`src/rtl/latch_write_ctrl_pkg.sv`:
```
// ----------------------------------------------------------------------------
// latch_write_ctrl_pkg
// Shared definitions for the latch write controller:
//   - state_e     : controller FSM states
//   - CNT_W       : width of the phase down-counter (holds up to 255)
//   - *_MIN/_MAX  : legal parameter ranges, checked at elaboration
//   - cyc_to_load : converts a phase length in cycles to a counter reload
// ----------------------------------------------------------------------------
package latch_write_ctrl_pkg;

  typedef enum logic [1:0] {
    ST_IDLE  = 2'd0,
    ST_SETUP = 2'd1,
    ST_OPEN  = 2'd2,
    ST_HOLD  = 2'd3
  } state_e;

  localparam int CNT_W     = 8;

  localparam int WIDTH_MIN = 1;
  localparam int WIDTH_MAX = 64;
  localparam int SETUP_MIN = 0;
  localparam int SETUP_MAX = 255;
  localparam int OPEN_MIN  = 1;
  localparam int OPEN_MAX  = 255;
  localparam int HOLD_MIN  = 0;
  localparam int HOLD_MAX  = 255;

  // A phase of n cycles ends on the edge where the counter reads zero, so
  // the reload value is n-1. Zero-length phases are never entered; they
  // still map to 0 so the function is total.
  function automatic logic [CNT_W-1:0] cyc_to_load(input int n);
    if (n <= 0) begin
      return '0;
    end
    return CNT_W'(n - 1);
  endfunction

endpackage

```
`src/rtl/latch_write_ctrl_cnt.sv`:
```
// ----------------------------------------------------------------------------
// latch_write_ctrl_cnt
// Loadable phase down-counter. Reload has priority over counting; the
// counter stops at zero and reports zero through o_zero.
// Ports:
//   C          in   clock (rising edge)
//   R          in   synchronous active-high reset, forces count to 0
//   i_load     in   reload strobe
//   i_load_val in   CNT_W reload value
//   o_zero     out  count is zero
// ----------------------------------------------------------------------------
module latch_write_ctrl_cnt
  import latch_write_ctrl_pkg::*;
(
  input  logic             C,
  input  logic             R,
  input  logic             i_load,
  input  logic [CNT_W-1:0] i_load_val,
  output logic             o_zero
);

  logic [CNT_W-1:0] r_cnt;

  always_ff @(posedge C) begin
    if (R) begin
      r_cnt <= '0;
    end else if (i_load) begin
      r_cnt <= i_load_val;
    end else if (r_cnt != '0) begin
      r_cnt <= r_cnt - 1'b1;
    end
  end

  assign o_zero = (r_cnt == '0);

endmodule

```
`src/rtl/latch_write_ctrl.sv`:
```
// ----------------------------------------------------------------------------
// latch_write_ctrl
// Drives the D and G inputs of a bank of transparent latches. A write
// accepted on the IN_VALID/IN_READY handshake loads D, waits SETUP_CYC
// cycles with G low, opens the gate for OPEN_CYC cycles, then keeps D
// stable for HOLD_CYC cycles with G low before returning to IDLE and
// pulsing DONE. D and G are registered outputs.
//
// Parameters:
//   WIDTH (1..64), SETUP_CYC (0..255), OPEN_CYC (1..255), HOLD_CYC (0..255)
// Ports:
//   C         in   clock, rising edge
//   R         in   synchronous active-high reset
//   IN_VALID  in   write request valid
//   IN_READY  out  controller idle, can accept a write
//   IN_DATA   in   [WIDTH] write data
//   D         out  [WIDTH] data to latch D inputs
//   G         out  gate to latch G inputs
//   BUSY      out  high whenever not IDLE
//   DONE      out  one-cycle pulse on return to IDLE after a write
// Optional (macro LATCH_WRITE_CTRL_CHECK_EN):
//   Q_FB      in   [WIDTH] latch Q readback, compared with D on the last
//                  OPEN cycle
//   ERR       out  sticky mismatch flag, cleared only by R
// ----------------------------------------------------------------------------
module latch_write_ctrl
  import latch_write_ctrl_pkg::*;
#(
  parameter int WIDTH     = 1,
  parameter int SETUP_CYC = 1,
  parameter int OPEN_CYC  = 1,
  parameter int HOLD_CYC  = 1
) (
  input  logic             C,
  input  logic             R,
  input  logic             IN_VALID,
  output logic             IN_READY,
  input  logic [WIDTH-1:0] IN_DATA,
  output logic [WIDTH-1:0] D,
  output logic             G,
  output logic             BUSY,
`ifdef LATCH_WRITE_CTRL_CHECK_EN
  input  logic [WIDTH-1:0] Q_FB,
  output logic             ERR,
`endif
  output logic             DONE
);

  // Elaboration-time parameter range checks
  if (WIDTH < WIDTH_MIN || WIDTH > WIDTH_MAX) begin : g_bad_width
    $error("latch_write_ctrl: WIDTH out of range");
  end
  if (SETUP_CYC < SETUP_MIN || SETUP_CYC > SETUP_MAX) begin : g_bad_setup
    $error("latch_write_ctrl: SETUP_CYC out of range");
  end
  if (OPEN_CYC < OPEN_MIN || OPEN_CYC > OPEN_MAX) begin : g_bad_open
    $error("latch_write_ctrl: OPEN_CYC out of range");
  end
  if (HOLD_CYC < HOLD_MIN || HOLD_CYC > HOLD_MAX) begin : g_bad_hold
    $error("latch_write_ctrl: HOLD_CYC out of range");
  end

  localparam logic [CNT_W-1:0] SETUP_LD = cyc_to_load(SETUP_CYC);
  localparam logic [CNT_W-1:0] OPEN_LD  = cyc_to_load(OPEN_CYC);
  localparam logic [CNT_W-1:0] HOLD_LD  = cyc_to_load(HOLD_CYC);

  state_e           r_state;
  logic             r_ready;
  logic             r_busy;
  logic             r_done;
  logic             r_g;
  logic [WIDTH-1:0] r_d;

  state_e           w_state_nxt;
  logic             w_hs;
  logic             w_cnt_load;
  logic [CNT_W-1:0] w_cnt_val;
  logic             w_cnt_zero;

  assign w_hs = r_ready & IN_VALID;

  // Next state and counter reload. Every state change reloads the counter
  // with the length of the phase being entered.
  always_comb begin
    w_state_nxt = r_state;
    w_cnt_load  = 1'b0;
    w_cnt_val   = '0;
    case (r_state)
      ST_IDLE: begin
        if (w_hs) begin
          w_cnt_load = 1'b1;
          if (SETUP_CYC > 0) begin
            w_state_nxt = ST_SETUP;
            w_cnt_val   = SETUP_LD;
          end else begin
            w_state_nxt = ST_OPEN;
            w_cnt_val   = OPEN_LD;
          end
        end
      end
      ST_SETUP: begin
        if (w_cnt_zero) begin
          w_state_nxt = ST_OPEN;
          w_cnt_load  = 1'b1;
          w_cnt_val   = OPEN_LD;
        end
      end
      ST_OPEN: begin
        if (w_cnt_zero) begin
          w_cnt_load = 1'b1;
          if (HOLD_CYC > 0) begin
            w_state_nxt = ST_HOLD;
            w_cnt_val   = HOLD_LD;
          end else begin
            w_state_nxt = ST_IDLE;
            w_cnt_val   = '0;
          end
        end
      end
      ST_HOLD: begin
        if (w_cnt_zero) begin
          w_state_nxt = ST_IDLE;
          w_cnt_load  = 1'b1;
          w_cnt_val   = '0;
        end
      end
      default: begin
        w_state_nxt = ST_IDLE;
        w_cnt_load  = 1'b1;
        w_cnt_val   = '0;
      end
    endcase
  end

  latch_write_ctrl_cnt u_cnt (
    .C          (C),
    .R          (R),
    .i_load     (w_cnt_load),
    .i_load_val (w_cnt_val),
    .o_zero     (w_cnt_zero)
  );

  // State and registered outputs. Outputs are decoded from the next state
  // so they line up with the state register; G never comes from the counter.
  always_ff @(posedge C) begin
    if (R) begin
      r_state <= ST_IDLE;
      r_d     <= '0;
      r_g     <= 1'b0;
      r_busy  <= 1'b0;
      r_done  <= 1'b0;
      r_ready <= 1'b1;
    end else begin
      r_state <= w_state_nxt;
      r_g     <= (w_state_nxt == ST_OPEN);
      r_busy  <= (w_state_nxt != ST_IDLE);
      r_ready <= (w_state_nxt == ST_IDLE);
      r_done  <= (w_state_nxt == ST_IDLE) && (r_state != ST_IDLE);
      if (r_state == ST_IDLE && w_hs) begin
        r_d <= IN_DATA;
      end
    end
  end

`ifdef LATCH_WRITE_CTRL_CHECK_EN
  logic r_err;

  // Q_FB is sampled at the edge that closes the gate, when the latch has
  // been transparent for the full open window.
  always_ff @(posedge C) begin
    if (R) begin
      r_err <= 1'b0;
    end else if (r_state == ST_OPEN && w_cnt_zero && Q_FB != r_d) begin
      r_err <= 1'b1;
    end
  end

  assign ERR = r_err;
`endif

  assign IN_READY = r_ready;
  assign D        = r_d;
  assign G        = r_g;
  assign BUSY     = r_busy;
  assign DONE     = r_done;

endmodule

```
`config.mk`:
```
export PLATFORM = sky130hd
export DESIGN_NAME = latch_write_ctrl
export DESIGN_NICKNAME = d
export VERILOG_FILES = /design/src/rtl/latch_write_ctrl_pkg.sv /design/src/rtl/latch_write_ctrl_cnt.sv /design/src/rtl/latch_write_ctrl.sv
export SDC_FILE = /design/constraint.sdc
export NUM_CORES = 1
export LEC_CHECK = 0
export ABC_CLOCK_PERIOD_IN_PS = 3880
export CAP_MARGIN = 30
export CORE_MARGIN = 2
export CORE_UTILIZATION = 55
export DETAILED_ROUTE_END_ITERATION = 10
export PLACE_DENSITY = 0.79
export SLEW_MARGIN = 20
export SYNTH_ARGS = -nofsm -noshare
export SYNTH_HDL_FRONTEND = slang
export SYNTH_SLANG_ARGS = --single-unit
```
`constraint.sdc`:
```
create_clock -name C -period 3.88 [get_ports C]
set_clock_uncertainty 0.15 [all_clocks]
set_input_delay 0.776 -clock C [delete_from_list [all_inputs] [get_ports C]]
set_output_delay 0.776 -clock C [all_outputs]
set_load 0.02 [all_outputs]
```
**Word-level counts from Yosys, hierarchy flattened**

Cells that the tools add are included.

- RAM bits: 0
- Flip-flop bits (word level): 15
- Memories: 0
- Word-level logic and storage cells: 35
- Bits in latches: 0
- Output and inout bits: 5
- Input port bits: 4
- Bits in read-only memories: 0

- Reductions and logical operators: 11
- Mux-type cells: 11
- Multiply operators: 0
- Equal/unequal tests: 4
- $lt $le $gt $ge: 0
- Bitwise logic cells: 1
- Add/sub/neg operators: 1
- Div/mod/pow operators: 0
- Shift-type cells: 0

Operator list:

| kind | count |
|---|---|
| 2-to-1 mux 8 bit | 3 |
| logical NOT 8 bit | 1 |
| 2-to-1 mux 2 bit | 4 |
| case mux 2 bit (4 select lines) | 1 |
| nonzero test 8 bit | 1 |
| subtractor 8 x 1 -> 8 bit (second input constant) | 1 |
| equality test 2 bit (second input constant) | 3 |
| nonzero test 2 bit | 3 |
| logical NOT 2 bit | 2 |
| OR reduction 4 bit | 1 |
| OR reduction 3 bit | 1 |
| equality test 2 x 1 -> 1 bit (second input constant) | 1 |
| logical AND 1 bit | 2 |
| 2-to-1 mux 1 bit | 2 |
| case mux 1 bit (2 select lines) | 1 |
| AND 1 bit | 1 |

**Depth between registers and ports, before layout**

- Depth in word-level cells: 5
- Mapped depth: 6
- Gate-level depth less buffers: 5

**Modules after synthesis**

From an unflattened synthesis, not the netlist that was laid out.

- Cell total of the unflattened synthesis: 82
- Area, all modules: 783.3 um^2

By module, submodules not included:

| module | cells an instance | area each (um^2) | seq. area each (um^2) | instances |
|---|---|---|---|---|
| latch_write_ctrl_cnt | 53 | 475.5 | 160.2 | 1 |
| latch_write_ctrl | 29 | 307.8 | 140.1 | 1 |

**Least setup slack after synthesis**

Ideal clock, no wire load.

- Kind: reg-to-reg
- Start point: register u_cnt.r_cnt[0]
- End point: register r_state[1]
- Arrival: 1.743 ns
- Period minus slack after synthesis: 1.963 ns
- Data required time: 3.660 ns
- Library setup time: 0.070 ns
- Path buffers: 1
- Setup slack: 1.917 ns
- Cell stages (with the launch flop): 7
- Cell sequence: dfxtp_1 -> inv_1 -> ha_1 -> or3b_1 -> clkbuf_1 -> or4_4 -> a21oi_1

- Longest elaborated chain between the ends: 3
- Elaborated cells between the ends (all ways): 5
- Those cells by class: 4 x mux; 1 x reduce/logical

RTL lines:

| item | RTL line | source |
|---|---|---|
| from (decl) | latch_write_ctrl_cnt.sv:22 | `logic [CNT_W-1:0] r_cnt;` |
| from (signal assigned) | latch_write_ctrl_cnt.sv:28 | `r_cnt <= i_load_val;` |
| from (signal assigned) | latch_write_ctrl_cnt.sv:30 | `r_cnt <= r_cnt - 1'b1;` |
| logical NOT 8 bit (*) | latch_write_ctrl_cnt.sv:34 | `assign o_zero = (r_cnt == '0);` |
| 2-to-1 mux 2 bit, on equally long branches | latch_write_ctrl.sv:121, latch_write_ctrl.sv:102, latch_write_ctrl.sv:109 |  |
| case mux 2 bit (4 select lines) (*) | latch_write_ctrl.sv:88 | `case (r_state)` |
| to (signal assigned) | latch_write_ctrl.sv:154 | `r_state <= w_state_nxt;` |
| to (decl) | latch_write_ctrl.sv:67 | `state_e r_state;` |

Every way passes the cells marked *; elsewhere a longest branch is shown, timed or not.
A chain may end at the register's enable or synchronous reset.

**Worst setup path in the final report**

- Start point: register r_ready, in the netlist IN_READY
- End point: output IN_READY

RTL lines:

| item | RTL line | source |
|---|---|---|
| from (decl) | latch_write_ctrl.sv:68 | `logic r_ready;` |
| from (signal assigned) | latch_write_ctrl.sv:157 | `r_ready <= (w_state_nxt == ST_IDLE);` |
| to (decl) | latch_write_ctrl.sv:37 | `output logic IN_READY,` |

No word-level cell between the ends.

==> impl_results.md <==
* # rows at 13
* Largest net degree at the start of global routing at 11
* Setup TNS at 0 ns
* FF-to-FF path depth at 5
* CP arrival at around 1.3 ns
* Placer Congestion at 0.767
* R2R setup slack at approximately 1.8 ns
* DRT Wirelength at about 1.5 mm
* Crit path max-delay family: buffers and inverters
* Fin crit period at between 2 and 2.5 ns
* Critical path buffers and inverters at 1
* Top cells by area, synth: dfxtp_1 (41%), a21oi_1 (7.4%), buf_6 (3.0%)
* Layout Nets at between 90 and 100
* Die height at 40.7 um
* Worst slew pin tran at about 0.9 ns
* H-tree depth at 1
* CP Data Required Time at around 3.0 ns
* IO Count at 9
* Cts-stage hold buffer count at 0
* Post-CTS setup buffers at 0
* Congestion Overflow GR at 0
* Drt pass-1 iters at 4
* Clock Sinks at 15
* IO Port Bufs at 8
* Worst path cell trace: clkdlybuf4s50_1
* Syn-to-layout area delta at 11.1%
* Vias in the first global route at 509
* Power Total at between 700 and 800 uW
* Hold Path Depth at 2
* Max-Cap Viols at 0
* Core area at between 1000 and 1500 sq um
* Worst Path Class, Setup: reg2out
* Slack of the critical path at between 1.5 and 2 ns
* CTS max path bufs at 2
* Layout cells sized above 1 at a little under a tenth
* HP Class: reg2reg
* Initial antenna violation count at 0
* Clk slew on worst S/H paths at ~0.090 ns
* Critical-path top delay cell: clkdlybuf4s50_1
* Starting Density at 57.6%
* Detail Placement HPWL at 970 um
* Reg-to-reg startpoint: u_cnt.r_cnt[0]$_SDFFE_PP0P_
* Dpl ws at between 1.5 and 2 ns
* First-pass GRT wire length at 2.21 mm
* Syn_area_per_cell at between 9 and 10 sq um
* Root Driver: clkbuf_4
* Vias at a little over 600
* DRT antenna net count at 0
* LEAKAGE at approximately 0.29 nW
* Maximum VDD drop at approximately 0.45 mV
* Largest area contributor in the netlist: dfxtp_1
* Die ar. at ~1700 sq um
* Slew HR at 37.6%
* Clock Latency Late Sink at between 0.2 and 0.3 ns
* Mapped Cells at 82
* WL per Instance at 14.4 um
* Cell Area, Synth at 741 sq um
* Post-synthesis sequential area ratio at roughly two fifths
* DRC viols at 0
* Endpoints failing hold at 0
* Max frequency at about 460 MHz
* Clock tree from TritonCTS: done
* Slew Viols, Final at 0
* CTS buffer count at 3
* CP max FO at 4
* WHS Endpoint: D$_SDFFE_PP0P_
* Critical path capture point type: output port
* Die W at ~41 um
* HP Start: D$_SDFFE_PP0P_
* Via density at about 6
* Final Cycle Share at 56.6%
* RSZ-0062 raised after global routing: no
* Crit start category: flop
* Yosys reg bits at 15
* Critical Path Max Stage Delay at about 0.62 ns
* Diode count at 0
* Post_cts resized at 0
* Status: complete, no violations
* Post-Syn Nets at 87
* R2r endpoint: r_state[1]$_SDFF_PP0_
* Final setup fails at 0
* Overall Global Routing Usage at between 20% and 30%
* Top-area cell type share of the netlist area at around 41%
* Initial DRC count at 21
* Synth cell types at 33
* Synth warn at 0
* PD cells at 886 nW/um^2
==> cells by family after synthesis <==
logic type      share of synthesized area [%]
compound gates                           26.5
simple gates                             23.0
fa+ha+maj                                1.69
flops                                    40.5
buf+inv                                  8.28
==> state kept, by name, indices dropped and copies added, names as in the netlist <==
| signal | cells |
|---|---|
| BUSY | 1 |
| D | 1 |
| DONE | 1 |
| G | 1 |
| IN_READY | 1 |
| r_state | 2 |
| u_cnt.r_cnt | 8 |
==> synth_stat cells <==
cell       count
nor4bb_1       1
a21o_1         1
o211ai_1       3
buf_6          2
a211o_1        2
nand4_1        3
nor2_1         5
o311ai_2       1
nor3_1         1
ha_1           1
o21ai_0        1
or3_1          1
or3b_1         1
a211oi_1       2
a31o_2         1
nor4_1         1
a31oi_1        1
nand2_1        3
a21oi_1       11
nand2b_1       1
nand4b_1       1
nor3b_1        3
o41ai_1        1
buf_2          1
or2_2          1
a2111o_1       1
or4_4          2
nand4bb_1      1
inv_1          5
o31ai_1        3
dfxtp_1       15
clkbuf_1       4
or4_1          1
==> metrics by stage <==
stage / utilization [%] / cell area, sq um / hold WS (ns) / std cells
3_3_place_gp: 62.0 / 797 / 0.295 / 98
3_5_place_dp: 62.0 / 797 / 0.316 / 98
4_1_cts: 64.1 / 823 / 0.330 / 102
5_1_grt: 64.1 / 823 / 0.356 / 102
2_1_floorplan: - / 741 / 0.317 / 82
6_report: 64.1 / 823 / 0.329 / 102
==> power breakdown <==
group | switching [mW] | leakage [nW] | internal, mW | total [mW]
clock network | 0.0497 | 0.0150 | 0.0398 | 0.0895
registers | 0.0642 | 0.123 | 0.201 | 0.265
logic | 0.209 | 0.149 | 0.166 | 0.375
==> metal layers <==
layer / track usage (%) / share of wire, % / vias up / wire length (um)
met3: 4.89 / 2.7 / 6 / 39
met4: 10.8 / 4.0 / 0 / 58
met1: 25.4 / 49 / 282 / 724
li1: - / - / 322 / -
met5: 0 / 0 / - / 0
met2: 33.3 / 44 / 12 / 643
==> area by class of cell <==
cell class	count	area [sq um]
Timing Repair Buffer	8	80.1
Clock buffer	4	26.3
Multi-Input combinational cell	55	379
Inverter	5	18.8
Fill cell	114	462
Sequential cell	15	300
Tap cell	15	18.8
==> worst max path at each step <==
stage,start,end,slack (ns),depth (start not counted)
floorplan,u_cnt.r_cnt[0]$_SDFFE_PP0P_,r_state[1]$_SDFF_PP0_,1.92,6
global placement,IN_VALID,r_state[0]$_SDFF_PP0_,1.64,4
detailed placement,IN_VALID,r_state[0]$_SDFF_PP0_,1.59,4
CTS,IN_READY$_SDFF_PP1_,IN_READY,1.67,1
global route,IN_READY$_SDFF_PP1_,IN_READY,1.62,1
finish,IN_READY$_SDFF_PP1_,IN_READY,1.68,1
==> placed cells by master (no fill, tap or decap) <==
cell type,count
a2111o_1,1
a211o_1,2
a211oi_1,2
a21o_1,1
a21oi_1,11
a31o_2,1
a31oi_1,1
clkbuf_1,1
clkbuf_4,3
clkdlybuf4s50_1,8
dfxtp_1,15
ha_1,1
inv_1,5
nand2_1,3
nand2b_1,1
nand4_1,3
nand4b_1,1
nand4bb_1,1
nor2_1,5
nor3_1,1
nor3b_1,3
nor4_1,1
nor4bb_1,1
o211ai_1,3
o21ai_0,1
o311ai_2,1
o31ai_1,3
o41ai_1,1
or2_2,1
or3_1,1
or3b_1,1
or4_1,1
or4_4,2
No activity file was read; power rests on OpenSTA's default activity.
